===== src/rtl/single_clock_fifo.sv =====
// Single-clock FIFO of 2**ASIZE words with full/empty and almost-full/almost-empty flags.
// Defining SINGLE_CLOCK_FIFO_ERR_FLAGS_EN adds sticky overflow_o/underflow_o outputs.
module single_clock_fifo #(
    parameter int    DSIZE       = 8,
    parameter int    ASIZE       = 4,
    parameter int    AWFULLSIZE  = 1,
    parameter int    AREMPTYSIZE = 1,
    parameter string FALLTHROUGH = "TRUE"
) (
    input  logic             clk_i,
    input  logic             reset_i,
    input  logic             winc,
    input  logic [DSIZE-1:0] wdata,
    output logic             wfull,
    output logic             awfull,
    input  logic             rinc,
    output logic [DSIZE-1:0] rdata,
    output logic             rempty,
    output logic             arempty
`ifdef SINGLE_CLOCK_FIFO_ERR_FLAGS_EN
    ,
    output logic             overflow_o,
    output logic             underflow_o
`endif
);
    localparam int DEPTH = 1 << ASIZE;
    localparam logic [ASIZE:0] DEPTH_C = (ASIZE+1)'(DEPTH);
    localparam logic [ASIZE:0] AWF_C   = (ASIZE+1)'(DEPTH - AWFULLSIZE);
    localparam logic [ASIZE:0] ARE_C   = (ASIZE+1)'(AREMPTYSIZE);

    if (ASIZE < 1) begin : g_chk_asize
        $error("single_clock_fifo: ASIZE must be >= 1");
    end
    if (AWFULLSIZE < 1 || AWFULLSIZE > DEPTH - 1) begin : g_chk_awfull
        $error("single_clock_fifo: AWFULLSIZE out of range");
    end
    if (AREMPTYSIZE < 1 || AREMPTYSIZE > DEPTH - 1) begin : g_chk_arempty
        $error("single_clock_fifo: AREMPTYSIZE out of range");
    end
    if (FALLTHROUGH != "TRUE" && FALLTHROUGH != "FALSE") begin : g_chk_ft
        $error("single_clock_fifo: FALLTHROUGH must be \"TRUE\" or \"FALSE\"");
    end

    logic [DSIZE-1:0] mem_q [DEPTH];
    logic [ASIZE-1:0] wptr_q, wptr_d;
    logic [ASIZE-1:0] rptr_q, rptr_d;
    logic [ASIZE:0]   count_q, count_d;
    logic             we, re;

    // Handshake: winc/rinc are requests; a request is accepted at the edge only if
    // wfull/rempty was low before that edge, and a rejected request changes nothing.
    assign wfull   = (count_q == DEPTH_C);
    assign awfull  = (count_q >= AWF_C);
    assign rempty  = (count_q == '0);
    assign arempty = (count_q <= ARE_C);
    assign we      = winc & ~wfull;
    assign re      = rinc & ~rempty;

    always_comb begin
        wptr_d  = wptr_q;
        rptr_d  = rptr_q;
        count_d = count_q;
        if (we) wptr_d = wptr_q + 1'b1;
        if (re) rptr_d = rptr_q + 1'b1;
        case ({we, re})
            2'b10:   count_d = count_q + 1'b1;
            2'b01:   count_d = count_q - 1'b1;
            default: count_d = count_q;
        endcase
    end

    always_ff @(posedge clk_i) begin
        if (reset_i) begin
            wptr_q  <= '0;
            rptr_q  <= '0;
            count_q <= '0;
        end else begin
            wptr_q  <= wptr_d;
            rptr_q  <= rptr_d;
            count_q <= count_d;
        end
    end

    // Storage is deliberately not reset; only the pointers define valid contents.
    always_ff @(posedge clk_i) begin
        if (!reset_i && we) mem_q[wptr_q] <= wdata;
    end

    if (FALLTHROUGH == "TRUE") begin : g_fallthrough
        assign rdata = rempty ? '0 : mem_q[rptr_q];
    end else begin : g_registered
        logic [DSIZE-1:0] rdata_q;
        always_ff @(posedge clk_i) begin
            if (reset_i)  rdata_q <= '0;
            else if (re)  rdata_q <= mem_q[rptr_q];
        end
        assign rdata = rdata_q;
    end

`ifdef SINGLE_CLOCK_FIFO_ERR_FLAGS_EN
    logic overflow_q, underflow_q;
    always_ff @(posedge clk_i) begin
        if (reset_i) begin
            overflow_q  <= 1'b0;
            underflow_q <= 1'b0;
        end else begin
            if (winc && wfull)  overflow_q  <= 1'b1;
            if (rinc && rempty) underflow_q <= 1'b1;
        end
    end
    assign overflow_o  = overflow_q;
    assign underflow_o = underflow_q;
`endif
endmodule


===== config.mk =====
export PLATFORM = sky130hd
export DESIGN_NAME = single_clock_fifo
export DESIGN_NICKNAME = d
export VERILOG_FILES = /design/src/rtl/single_clock_fifo.sv
export SDC_FILE = /design/constraint.sdc
export NUM_CORES = 1
export LEC_CHECK = 0
export BUFFER_PORTS_ARGS = -buffer_cell sky130_fd_sc_hd__buf_2
export CORE_ASPECT_RATIO = 0.5
export CORE_MARGIN = 2
export CORE_UTILIZATION = 40
export CTS_BUF_LIST = sky130_fd_sc_hd__clkbuf_4
export DETAILED_ROUTE_END_ITERATION = 8
export GPL_ROUTABILITY_DRIVEN = 0
export PLACE_DENSITY = 0.66
export SYNTH_ARGS = -nofsm -noshare
export SYNTH_HDL_FRONTEND = slang
export SYNTH_SLANG_ARGS = --single-unit
export TNS_END_PERCENT = 30

===== constraint.sdc =====
create_clock -name clk_i -period 2.65 [get_ports clk_i]
set_clock_uncertainty 0.15 [all_clocks]
set_input_delay 0.6625 -clock clk_i [delete_from_list [all_inputs] [get_ports clk_i]]
set_output_delay 0.6625 -clock clk_i [all_outputs]
set_load 0.01 [all_outputs]

==> flow_summary_export.csv, run 1 <==
group,metric,value,unit
min_path,worstHoldPathCells,3,
yosys,synthTopCellsByArea,"edfxtp_1 65%, mux4_2 7.2%, mux4_1 5.8%, dfxtp_1 5.7%, ha_1 2.3%",
routing,post_drt_wl_per_cell,18.8,um
yosys,ys_seq_area_share,70.5,%
finish,diodes,0,
worst_setup_path,reg2reg_slack,0.28,ns
sta,finalSetupTns,-3.24,ns
routing,totalWireLength,11200,um
yosys,synth.distinct_cells,38,
yosys,synth-seq-cells,145,
die,ios,24,
placement,dpl.cell_count,560,
power_and_ir_drop,p_sw_share,29.6,%
die,core,14500,um^2
finish,final_cells,594,
global_route,grt_pass1_vias,3018,
worst_setup_path,path_max_fanout,8,
yosys,synth_top_area_share,64.8,%
sta,setup_viol,9,
power_and_ir_drop,p_per_area,805,nW/um^2
worst_setup_path,critPathRequiredTime,1.84,ns
placement,port_buffers,23,
routing,route.detailed.drc,0,
finish,n_fill_cell,1214,
die,die_w,176,um
clocking,cts_sinks,145,
yosys,synth_flop_cell,"edfxtp_1",
worst_setup_path,crit_type,"flop to output pin",
yosys,ys_warn_count,0,
yosys,syn_inst,328,
routing,via_per_inst,5.02,
power_and_ir_drop,switchingPower,1630,uW
sta,fin_crit,3.09,ns
global_route,grt-ovfl-total,0,
global_route,antenna_found_initial,0,
status,status,"finished with violations",
worst_setup_path,critical_path_arrival,2.28,ns
clocking,cts_tree,"yes",
min_path,min_path_type,"input port to flop",
yosys,synth_top_area_cell,"edfxtp_1",
routing,ant_nets,0,
sta,fmax,323,MHz
worst_setup_path,reg2regPathDepth,10,
routing,drt_iter0_markers,276,
power_and_ir_drop,ir_drop,0.000290,V
worst_setup_path,crit_path_end_kind,"output pin",
global_route,grt_max_degree,25,
finish,fin_nets,406,
worst_setup_path,reg2reg_from,"count_q[0]",
die,die_h,90.1,um
global_route,grtUsageTotal,15.1,%
routing,via_count,2984,
sta,drv_slew,0,
worst_setup_path,critPathLaunchType,"flop",
yosys,synth_commonest_cells,"128 x edfxtp_1, 31 x nor2_1, 19 x mux4_2",
finish,drive_gt1_share,35.9,%
power_and_ir_drop,pwr-share-clk,26.0,%
sta,rsz0062_at_grt,"yes",
worst_setup_path,rr_endpoint,"count_q[2]",
yosys,async_flop_share,0,%
placement,hpwl,6970,um
die,start_util,41.0,%
yosys,yosysMostFrequentCell,"edfxtp_1",
sta,fin_crit_sh,117,%
sta,slew_headroom,58.3,%
yosys,syn-num-nets,351,
die,dieArea,15900,um^2
clocking,root_buffer,"clkbuf_4",
sta,tightest_slew,0.625,ns
clocking,postCtsHoldBufs,0,
yosys,synth_edf_count,128,
routing,firstDrtPassIters,5,
yosys,avgSynthCellArea,18.1,um^2
clocking,cts_htree_levels,4,
min_path,min-delay-start,"rinc",
min_path,hold_end,"rptr_q[1]",
power_and_ir_drop,p_seq_share,47.4,%
status,violations,"setup timing",
clocking,cts_buffers,17,
sta,finalWorstSetupSlack,-0.442,ns
sta,finalHoldViolCount,0,
clocking,worstSkewPairLatency,0.52,ns
clocking,path_clk_slew,0.13,ns
power_and_ir_drop,pwr-share-comb,26.5,%
finish,seqCellArea,4190,um^2
power_and_ir_drop,p_leak,0.00229,uW
finish,area_growth,15.5,%
die,row_count,31,
global_route,grt_first_pass_wirelength,17300,um
job,drv_cap,0,
power_and_ir_drop,intPower,3890,uW
clocking,cts.path.max_buffers,2,
finish,multi_input_area,1650,um^2
yosys,syn_area,5930,um^2
flip-flops by register name, summed over array words and instances, names as in the netlist, named ones only:
register  cells
wptr_q        4
count_q       5
mem_q       128
rptr_q        4
layer usage:
metal | share of wire [%] | wire, um | up-vias | GRT usage, %
met4 | 0.75 | 84 | 0 | 4.13
li1 | - | - | 1396 | -
met3 | 7.9 | 881 | 6 | 4.65
met2 | 47 | 5240 | 82 | 22.6
met1 | 44 | 4960 | 1500 | 21.6
met5 | 0 | 0 | - | 0
final cells by class:
class / instances / share of cell area (%)
repair buffers: 54 / 6.28
inverters: 9 / 0.530
clock inverters: 15 / 2.50
multi-input cells: 156 / 24.1
clock buffers: 17 / 1.86
flip-flops and latches: 145 / 61.2
well taps: 198 / 3.62
power by group through the flow:
stage                     Sequential, uW  Clock (uW)  Combinational [uW]
after floorplan                     2640           0                 887
after global placement              2650           0                1260
after detailed placement            2650           0                1280
after CTS                           2610        1470                1390
after global routing                2630        1580                1610
final                               2620        1440                1460
critical path, stage by stage, from the launching register on:
cell and delay (ns):
dfxtp_4 0.42, buf_12 0.16, mux4_1 0.57, mux2_2 0.28
o21ai_1 0.13, a21oi_1 0.06, buf_2 0.14
logic make-up after synthesis:
group | Yosys count | share of synthesized area [%]
mux | 49 | 16.0
buf+inv | 27 | 2.57
xor+xnor | 9 | 1.33
fa+ha+maj | 11 | 2.32
flops | 145 | 70.5
compound gates | 26 | 2.32
simple gates | 61 | 4.89
worst max path at each step:
stage | to | slack (ns) | depth (start not counted)
6_report | rdata[3] | -0.44 | 6
5_1_grt | rdata[5] | -0.56 | 7
4_1_cts | rdata[5] | -0.51 | 7
3_5_place_dp | rdata[2] | 0.004 | 6
3_3_place_gp | rdata[7] | 0.008 | 6
2_1_floorplan | count_q[3] | 0.04 | 12
what timing repair did:
action	CTS	global route
buffers inserted	1	0
gates cloned	1	0
pin swaps	2	2
gates resized for setup	22	22
endpoints found under the setup margin	10	10
placed cells by master, fill, tap and decap left out, types with 9 or more instances in the layout:
cell      synthesis  routed
buf_2             6      23
dfxtp_1          17      14
buf_4             1      25
nand2_1          10      10
mux4_2           19      28
nor2_1           31      31
a21oi_1          13      12
clkbuf_4          0      17
ha_1             11       9
edfxtp_1        128     128
stage by stage:
step / power, uW / hold slack (ns) / utilization [%] / cell area [um^2] / setup WS, ns
finish: 5520 / 0.324 / 47.4 / 6850 / -0.442
detailed placement: 3930 / 0.359 / 44.4 / 6430 / 0.00388
floorplan: 3530 / 0.313 / - / 5930 / 0.0391
global placement: 3910 / 0.351 / 44.4 / 6430 / 0.00817
global route: 5810 / 0.286 / 47.4 / 6850 / -0.562
CTS: 5470 / 0.264 / 47.0 / 6800 / -0.512
(Power assumes the default switching activity.)
==> run 2: changes to the inputs <==
--- a/config.mk
+++ b/config.mk
@@ -13,6 +13,7 @@
 export DETAILED_ROUTE_END_ITERATION = 8
 export GPL_ROUTABILITY_DRIVEN = 0
 export PLACE_DENSITY = 0.66
+export RECOVER_POWER = 50
 export SYNTH_ARGS = -nofsm -noshare
 export SYNTH_HDL_FRONTEND = slang
 export SYNTH_SLANG_ARGS = --single-unit
==> flow_summary_export.csv, run 2 (synthesis gave the netlist of run 1 again) <==
group,metric,value,unit
power_and_ir_drop,ir_drop,0.000295,V
worst_setup_path,cpMaxStageDelayCell,"mux4_1",
die,dieArea,15900,um^2
clocking,path_clk_slew,0.13,ns
die,core,14500,um^2
global_route,grtUsageTotal,15.1,%
worst_setup_path,cp_cell_sequence,"buf_12 -> mux4_1 -> mux2_4 -> o21ai_2 -> a21oi_1 -> buf_2",
min_path,min_path_type,"input port to flop",
clocking,cts_sinks,145,
global_route,antenna_found_initial,0,
global_route,grt_max_degree,25,
job,drv_cap,0,
power_and_ir_drop,p_leak,0.00226,uW
routing,ant_nets,0,
sta,finalHoldViolCount,0,
global_route,grt_first_pass_wirelength,17300,um
finish,drive_gt1_share,32.6,%
clocking,root_buffer,"clkbuf_4",
power_and_ir_drop,p_per_area,805,nW/um^2
sta,finalWorstSetupSlack,-0.435,ns
min_path,min-delay-start,"rinc",
clocking,cts_tree,"yes",
worst_setup_path,reg2regPathDepth,10,
min_path,worstHoldPathCells,3,
clocking,cts_htree_levels,4,
finish,area_growth,15.0,%
worst_setup_path,cp_slowest_stage_delay,0.55,ns
routing,drt_iter0_markers,264,
global_route,grt_pass1_vias,3018,
worst_setup_path,reg2reg_slack,0.19,ns
sta,fin_crit_sh,116,%
finish,fin_nets,406,
worst_setup_path,rr_endpoint,"count_q[2]",
die,ios,24,
finish,n_fill_cell,1218,
sta,tightest_slew,0.697,ns
routing,route.detailed.drc,0,
sta,drv_slew,0,
worst_setup_path,reg2reg_from,"count_q[0]",
finish,top_regs,"mem_q: 128 flops, count_q: 5 flops",
sta,finalSetupTns,-3.27,ns
min_path,hold_end,"rptr_q[1]",
die,start_util,41.0,%
worst_setup_path,crit_path_end_kind,"output pin",
sta,rsz0062_at_grt,"yes",
placement,port_buffers,23,
routing,via_count,2982,
routing,via_per_inst,5.02,
finish,final_cell_mix,"128 x edfxtp_1, 31 x nor2_1, 28 x mux4_2",
finish,final_util,47.1,%
placement,place_worst_setup_slack,0.00388,ns
die,die_h,90.1,um
worst_setup_path,critPathLaunchType,"flop",
worst_setup_path,crit_type,"flop to output pin",
sta,fin_crit,3.09,ns
finish,regMostFlops,"mem_q",
sta,setup_viol,9,
finish,largest_register_ffs,128,
finish,mostFrequentLayoutCell,"edfxtp_1",
status,status,"finished with violations",
clocking,worstSkewPairLatency,0.51,ns
status,violations,"setup timing",
clocking,cts.path.max_buffers,2,
worst_setup_path,path_max_fanout,8,
global_route,grt-ovfl-total,0,
die,die_w,176,um
sta,fin_hold_ws,0.330,ns
finish,seqCellArea,4190,um^2
placement,hpwl,6970,um
sta,fmax,324,MHz
finish,diodes,0,
sta,slew_headroom,53.6,%
worst_setup_path,critical_path_arrival,2.27,ns
die,row_count,31,
clocking,cts_buffers,17,
routing,post_drt_wl_per_cell,18.8,um
finish,multi_input_area,1630,um^2
routing,totalWireLength,11200,um
routing,firstDrtPassIters,4,
worst_setup_path,critPathRequiredTime,1.84,ns
run 2: critical path: cells and delay by family (launching register included):
family                 cells  cell delay (ns)
muxes                      2             0.84
DFF                        1             0.42
buffers and inverters      2             0.33
AOI/OAI and AO/OA          2             0.17
run 2: area by class of cell:
type	count	share of cell area, %
Multi-Input combinational cell	156	23.9
Clock buffer	17	1.87
Timing Repair Buffer	54	6.11
Tap cell	198	3.63
Sequential cell	145	61.4
Clock inverter	15	2.51
Inverter	9	0.532
run 2: report_power, final:
part / switching (uW) / total, uW / internal (uW)
sequential: 61.2 / 2620 / 2550
combinational: 719 / 1440 / 719
clock: 846 / 1430 / 588
run 2: how the worst max path moves through the flow:
stage | cells after the start | end | slack, ns | startpoint
floorplan | 12 | count_q[3] | 0.04 | count_q[0]
global placement | 6 | rdata[7] | 0.008 | flop
detailed placement | 6 | rdata[2] | 0.004 | flop
CTS | 7 | rdata[5] | -0.51 | flop
global route | 7 | rdata[5] | -0.56 | flop
finish | 6 | rdata[7] | -0.44 | flop
run 2: timing repair:
| action | 4_1_cts | 5_1_grt |
|---|---|---|
| setup buffers | 1 | 0 |
| pin swaps | 2 | 2 |
| hold buffers | 0 | 0 |
| resized for setup | 22 | 22 |
| gates cloned | 1 | 0 |
| setup endpoints to repair | 10 | 10 |
run 2: metal layers:
metal,vias up,global-route usage (%),part of all wire (%)
met5,-,0,0
met4,0,4.13,0.56
met3,5,4.65,5.8
met2,81,22.6,46
met1,1500,21.6,48
li1,1396,-,-
run 2: stage by stage:
step                      cell area (um^2)  std cells  power [uW]
after floorplan                       5930        328        3530
after global placement                6430        560        3910
after detailed placement              6430        560        3930
after CTS                             6800        594        5470
after global routing                  6820        594        5780
final                                 6820        594        5490
